--- src/rtl/sync_edge_filter_if.sv ---
// sync_edge_filter_if: bundles the level/event signals of sync_edge_filter.
//   master : drives sync_in, rise_en, fall_en, evt_clr; observes the results
//   slave  : the filter; drives filt_out, rise_pulse, fall_pulse, evt_flag, irq
interface sync_edge_filter_if #(
  parameter int WIDTH = 4
);
  logic [WIDTH-1:0] sync_in;
  logic             rise_en;
  logic             fall_en;
  logic [WIDTH-1:0] evt_clr;
  logic [WIDTH-1:0] filt_out;
  logic [WIDTH-1:0] rise_pulse;
  logic [WIDTH-1:0] fall_pulse;
  logic [WIDTH-1:0] evt_flag;
  logic             irq;

  modport master (
    output sync_in, rise_en, fall_en, evt_clr,
    input  filt_out, rise_pulse, fall_pulse, evt_flag, irq
  );

  modport slave (
    input  sync_in, rise_en, fall_en, evt_clr,
    output filt_out, rise_pulse, fall_pulse, evt_flag, irq
  );
endinterface

--- src/rtl/sync_edge_filter.sv ---
// sync_edge_filter: per-channel debounce + edge/event detector for already
// synchronized level bits (sync_Clk domain).
//   sync_Clk, sync_Rstn : clock, asynchronous active-low reset
//   bus (slave)         : sync_in/rise_en/fall_en/evt_clr in;
//                         filt_out/rise_pulse/fall_pulse/evt_flag/irq out
// A level change is accepted after FILT_CYCLES consecutive differing samples.
// Each accepted change produces a one-cycle rise/fall pulse and may set a
// sticky event flag; irq is the OR of all flags.

// One channel: stability counter, filtered level, pulses, sticky flag.
module sync_edge_filter_lane #(
  parameter int FILT_CYCLES = 3,
  parameter int CNT_W       = 2
) (
  input  logic sync_Clk,
  input  logic sync_Rstn,
  input  logic in_lvl,
  input  logic rise_en,
  input  logic fall_en,
  input  logic evt_clr,
  output logic filt,
  output logic rise,
  output logic fall,
  output logic flag
);
  localparam logic [CNT_W-1:0] CNT_LAST = CNT_W'(FILT_CYCLES - 1);

  logic [CNT_W-1:0] cnt_q, cnt_d;
  logic             filt_q, filt_d;
  logic             rise_q, rise_d;
  logic             fall_q, fall_d;
  logic             flag_q, flag_d;

  always_comb begin
    cnt_d  = '0;
    filt_d = filt_q;
    rise_d = 1'b0;
    fall_d = 1'b0;
    if (in_lvl != filt_q) begin
      if (cnt_q == CNT_LAST) begin
        // Stable long enough: accept. With FILT_CYCLES=1 this is every edge.
        filt_d = in_lvl;
        rise_d = in_lvl;
        fall_d = ~in_lvl;
      end else begin
        cnt_d = cnt_q + 1'b1;
      end
    end
    // A set outranks a clear on the same edge so no event is dropped.
    if ((rise_d && rise_en) || (fall_d && fall_en)) flag_d = 1'b1;
    else if (evt_clr)                               flag_d = 1'b0;
    else                                            flag_d = flag_q;
  end

  always_ff @(posedge sync_Clk or negedge sync_Rstn) begin
    if (!sync_Rstn) begin
      cnt_q  <= '0;
      filt_q <= 1'b0;
      rise_q <= 1'b0;
      fall_q <= 1'b0;
      flag_q <= 1'b0;
    end else begin
      cnt_q  <= cnt_d;
      filt_q <= filt_d;
      rise_q <= rise_d;
      fall_q <= fall_d;
      flag_q <= flag_d;
    end
  end

  assign filt = filt_q;
  assign rise = rise_q;
  assign fall = fall_q;
  assign flag = flag_q;
endmodule

module sync_edge_filter #(
  parameter int WIDTH       = 4,
  parameter int FILT_CYCLES = 3,
  parameter int CNT_W       = (FILT_CYCLES <= 2) ? 1 : $clog2(FILT_CYCLES)
) (
  input  logic              sync_Clk,
  input  logic              sync_Rstn,
  sync_edge_filter_if.slave bus
);
  logic [WIDTH-1:0] sync_in, evt_clr;
  logic [WIDTH-1:0] filt, rise, fall, flag;
  logic             rise_en, fall_en;

  assign sync_in = bus.sync_in;
  assign evt_clr = bus.evt_clr;
  assign rise_en = bus.rise_en;
  assign fall_en = bus.fall_en;

  for (genvar i = 0; i < WIDTH; i++) begin : g_lane
    sync_edge_filter_lane #(
      .FILT_CYCLES (FILT_CYCLES),
      .CNT_W       (CNT_W)
    ) u_lane (
      .sync_Clk  (sync_Clk),
      .sync_Rstn (sync_Rstn),
      .in_lvl    (sync_in[i]),
      .rise_en   (rise_en),
      .fall_en   (fall_en),
      .evt_clr   (evt_clr[i]),
      .filt      (filt[i]),
      .rise      (rise[i]),
      .fall      (fall[i]),
      .flag      (flag[i])
    );
  end

  assign bus.filt_out   = filt;
  assign bus.rise_pulse = rise;
  assign bus.fall_pulse = fall;
  assign bus.evt_flag   = flag;
  // Registers only: no input reaches irq combinationally.
  assign bus.irq        = |flag;
endmodule
--- src/flat_wrapper.sv ---
// flat-port wrapper written by rule: the top's interface ports become plain ports
module sync_edge_filter_flat 
#(
  parameter int WIDTH       = 4,
  parameter int FILT_CYCLES = 3,
  parameter int CNT_W       = (FILT_CYCLES <= 2) ? 1 : $clog2(FILT_CYCLES)
)
  (sync_Clk, sync_Rstn, bus_sync_in, bus_rise_en, bus_fall_en, bus_evt_clr, bus_filt_out, bus_rise_pulse, bus_fall_pulse, bus_evt_flag, bus_irq);
  sync_edge_filter_if #(.WIDTH(WIDTH)) bus_i ();
  input  logic sync_Clk;
  input  logic sync_Rstn;
  input wire logic [$bits(bus_i.sync_in)-1:0] bus_sync_in;
  input wire logic [$bits(bus_i.rise_en)-1:0] bus_rise_en;
  input wire logic [$bits(bus_i.fall_en)-1:0] bus_fall_en;
  input wire logic [$bits(bus_i.evt_clr)-1:0] bus_evt_clr;
  output wire logic [$bits(bus_i.filt_out)-1:0] bus_filt_out;
  output wire logic [$bits(bus_i.rise_pulse)-1:0] bus_rise_pulse;
  output wire logic [$bits(bus_i.fall_pulse)-1:0] bus_fall_pulse;
  output wire logic [$bits(bus_i.evt_flag)-1:0] bus_evt_flag;
  output wire logic [$bits(bus_i.irq)-1:0] bus_irq;
  assign bus_i.sync_in = bus_sync_in;
  assign bus_i.rise_en = bus_rise_en;
  assign bus_i.fall_en = bus_fall_en;
  assign bus_i.evt_clr = bus_evt_clr;
  assign bus_filt_out = bus_i.filt_out;
  assign bus_rise_pulse = bus_i.rise_pulse;
  assign bus_fall_pulse = bus_i.fall_pulse;
  assign bus_evt_flag = bus_i.evt_flag;
  assign bus_irq = bus_i.irq;
  sync_edge_filter #(.WIDTH(WIDTH), .FILT_CYCLES(FILT_CYCLES), .CNT_W(CNT_W)) u_core (.sync_Clk(sync_Clk), .sync_Rstn(sync_Rstn), .bus(bus_i));
endmodule
--- config.mk ---
export PLATFORM = sky130hd
export DESIGN_NAME = sync_edge_filter_flat
export DESIGN_NICKNAME = d
export VERILOG_FILES = /design/src/rtl/sync_edge_filter_if.sv /design/src/rtl/sync_edge_filter.sv /design/src/flat_wrapper.sv
export SDC_FILE = /design/constraint.sdc
export NUM_CORES = 1
export LEC_CHECK = 0
export CAP_MARGIN = 20
export CORE_AREA = 8 8 55 57
export DETAILED_ROUTE_END_ITERATION = 10
export DIE_AREA = 0 0 63 65
export GPL_ROUTABILITY_DRIVEN = 1
export PLACE_DENSITY = 0.88
export SLEW_MARGIN = 20
export SYNTH_ARGS = -nofsm -noshare
export SYNTH_HDL_FRONTEND = slang
export SYNTH_SLANG_ARGS = --single-unit
--- constraint.sdc ---
create_clock -name sync_Clk -period 2 [get_ports sync_Clk]
set_input_delay 0.4 -clock sync_Clk [delete_from_list [all_inputs] [get_ports sync_Clk]]
set_output_delay 0.4 -clock sync_Clk [all_outputs]
set_load 0.03 [all_outputs]
==> impl_results.md <==
* Number of setup violations in the final report at 0
* Max rail drop VDD at 0.795 mV
* Final Hold Fails at 0
* Htree depth at 1
* Initial Utilization at 0.486
* Critical path, cell by cell: clkdlybuf4s50_1
* CP endpoint kind: primary output
* Status: finished, final reports clean
* Via count at 617
* Critical path type: reg2out
* Post-Route WL at 1.82 mm
* FF+latch count, synth at 24
* Reg clk slew, reported paths at 0.12 ns
* Post-route ant nets at 0
* Final instance area at 1260 um^2
* # fillers at 177
* Vias in the first global route at 677
* Crit path DAT at 1.43 ns
* Row cnt at 17
* Area Overhead vs Synth at 21.1%
* Hold WC Path Type: in2async
* Leak at 0.000553 uW
* Largest net degree at the start of global routing at 25
* Total Routing Usage GR at 0.0981
* DR vias/cell at 5.10
* Initial antenna violation count at 0
* Crit path max-delay family: buffers and inverters
* CP Launch Type: flop
* Total CTS buffers at 3
* Grt ovf at 0
* Worst EP required at 1.60 ns
* Die Footprint at 4100 um^2
* Worst Path Max Fanout at 5
* IO Port Bufs at 28
* Synth top area share at 0.576
* Placement Setup Slack at 0.120 ns
* Setup_tns at 0 ns
* Syn Nets at 89
* Gpl congestion at 0.798
* Slew Limit Fails at 0
* DIE HEIGHT at 65 um
* Setup ws final at 0.169 ns
* 1st-iter DRT viols at 14
* Layout cells sized above 1 at 0.140
* CTS Sinks at 24
* Leading area contributor after synthesis: dfrtp_1
* N_diodes at 0
* Max Cap Viol at 0
* Post-layout min period at 1.83 ns
* Number of distinct library cells after synthesis at 15
* First-pass detailed-route iteration total at 4
* Ports at 29
* CTS max path bufs at 2
* Ranking of synthesized cells by area: dfrtp_1 (58%), buf_4 (12%), and4bb_2 (4.8%)
* WL/cell at 15.1 um
* Hold_ws at 0.443 ns
* Post-synth ARST share at 1.00
* Ys Warns at 0
* Setup Fix Bufs, Post-CTS at 0
* Post-synth EDFFs at 0
* Register area share after synthesis at 0.576
* Worst slew pin tran at 0.351 ns
* Detailed Place HPWL at 1.39 mm
* CTS root buffer: clkbuf_4
* RSZ-0062 raised after global routing: false
* First-pass GRT wire length at 3.17 mm
* Most common library cells after synthesis: dfrtp_1 (24), buf_4 (16)
* Max-slew headroom at 0.765
* Max Freq at 546 MHz
* Top-count cell post-synth: dfrtp_1
* CTS tree: built
* Crit-path max cell delay at 0.70 ns
* Synth Flop Type: dfrtp_1
* CP bufs+invs at 1
* Clock skew at 0.00485 ns
* Die X at 63 um
* CP max stage cell: clkdlybuf4s50_1
* Area after DPL at 1250 um^2
* Synthesized area per cell at 13.6 um^2
* Nets at 107
* Latest clock arrival within the worst-skew pair at 0.30 ns
* Hold-fix buffers, CTS at 0
* Synth Cell Area at 1040 um^2
* DRC at 0
* Core Area at 2150 um^2
* Period utilization at 0.915
* Power density cells at 1270 nW/um^2
* Mapped Cells at 77
==> flip-flops by register name, summed over array words and instances (netlist names) <==
name                        flops
u_core.g_lane.u_lane.flag       4
u_core.g_lane.u_lane.rise       4
u_core.g_lane.u_lane.filt       4
u_core.g_lane.u_lane.cnt_q      8
u_core.g_lane.u_lane.fall       4
==> layout make-up <==
cell class / count / area [um^2] / share of cell area
Sequential cell: 24 / 601 / 0.475
Inverter: 2 / 7.51 / 0.00594
Clock buffer: 3 / 22.5 / 0.0178
Timing Repair Buffer: 29 / 283 / 0.224
Multi-Input combinational cell: 35 / 315 / 0.250
Tap cell: 28 / 35.0 / 0.0277
==> report_power, final <==
part	switching, uW	internal, uW	total, uW
Sequential	139	628	767
Combinational	322	325	647
Clock	127	70.2	197
Total	587	1020	1610
==> placed cells by master (no fill, tap or decap) <==
master	count
and4bb_2	4
inv_1	2
xnor2_1	4
mux2_2	2
and4bb_4	2
o21bai_1	2
a221o_1	4
or4_1	1
buf_4	1
nand2b_1	2
clkbuf_4	3
clkbuf_2	1
dfrtp_1	24
and4bb_1	2
nor2b_1	4
nor3b_1	4
clkdlybuf4s50_1	27
nor3_1	4
==> what timing repair did <==
| item | CTS | global route |
|---|---|---|
| gates resized for setup | 1 | 2 |
| pin swaps | 0 | 0 |
| setup endpoints to repair | 1 | 1 |
==> final timing paths <==
kind | startpoint | to | slack (ns) | cells past startpoint
worst max-delay path | u_core.g_lane[1].u_lane.filt | bus_filt_out[1] | 0.17 | 1
worst min-delay path | sync_Rstn | u_core.g_lane[1].u_lane.filt | 0.44 | 2
worst max register to register | u_core.g_lane[3].u_lane.cnt_q[1] | u_core.g_lane[3].u_lane.flag | 0.86 | 2
worst min register to register | u_core.g_lane[2].u_lane.cnt_q[1] | u_core.g_lane[2].u_lane.cnt_q[0] | 0.48 | 1
max in group asynchronous | sync_Rstn | u_core.g_lane[3].u_lane.cnt_q[0] | 1.34 | 2
min in group sync_Clk | u_core.g_lane[2].u_lane.cnt_q[1] | u_core.g_lane[2].u_lane.cnt_q[0] | 0.48 | 1
==> per-stage QoR <==
stage | utilization | total power, uW | std cells
after floorplan | - | 1270 | 77
final | 0.588 | 1610 | 121
after global routing | 0.588 | 1720 | 121
after global placement | 0.580 | 1420 | 118
after CTS | 0.590 | 1630 | 121
after detailed placement | 0.580 | 1450 | 118
==> cells by family (layout without fill, tap and decap cells) <==
group           Yosys count  after routing  synth area share
buf+inv                  18             34             0.122
mux                       2              2            0.0216
compound gates            6              6            0.0528
flops                    24             24             0.576
simple gates             23             23             0.194
xor+xnor                  4              4            0.0336
==> metal layers <==
layer	wire [um]	vias up	track usage
met5	0	-	0
li1	-	289	-
met4	51	0	0.0684
met3	201	4	0.0515
met2	739	26	0.143
met1	830	298	0.108
Note: power is estimated with default switching activity, not from simulation.
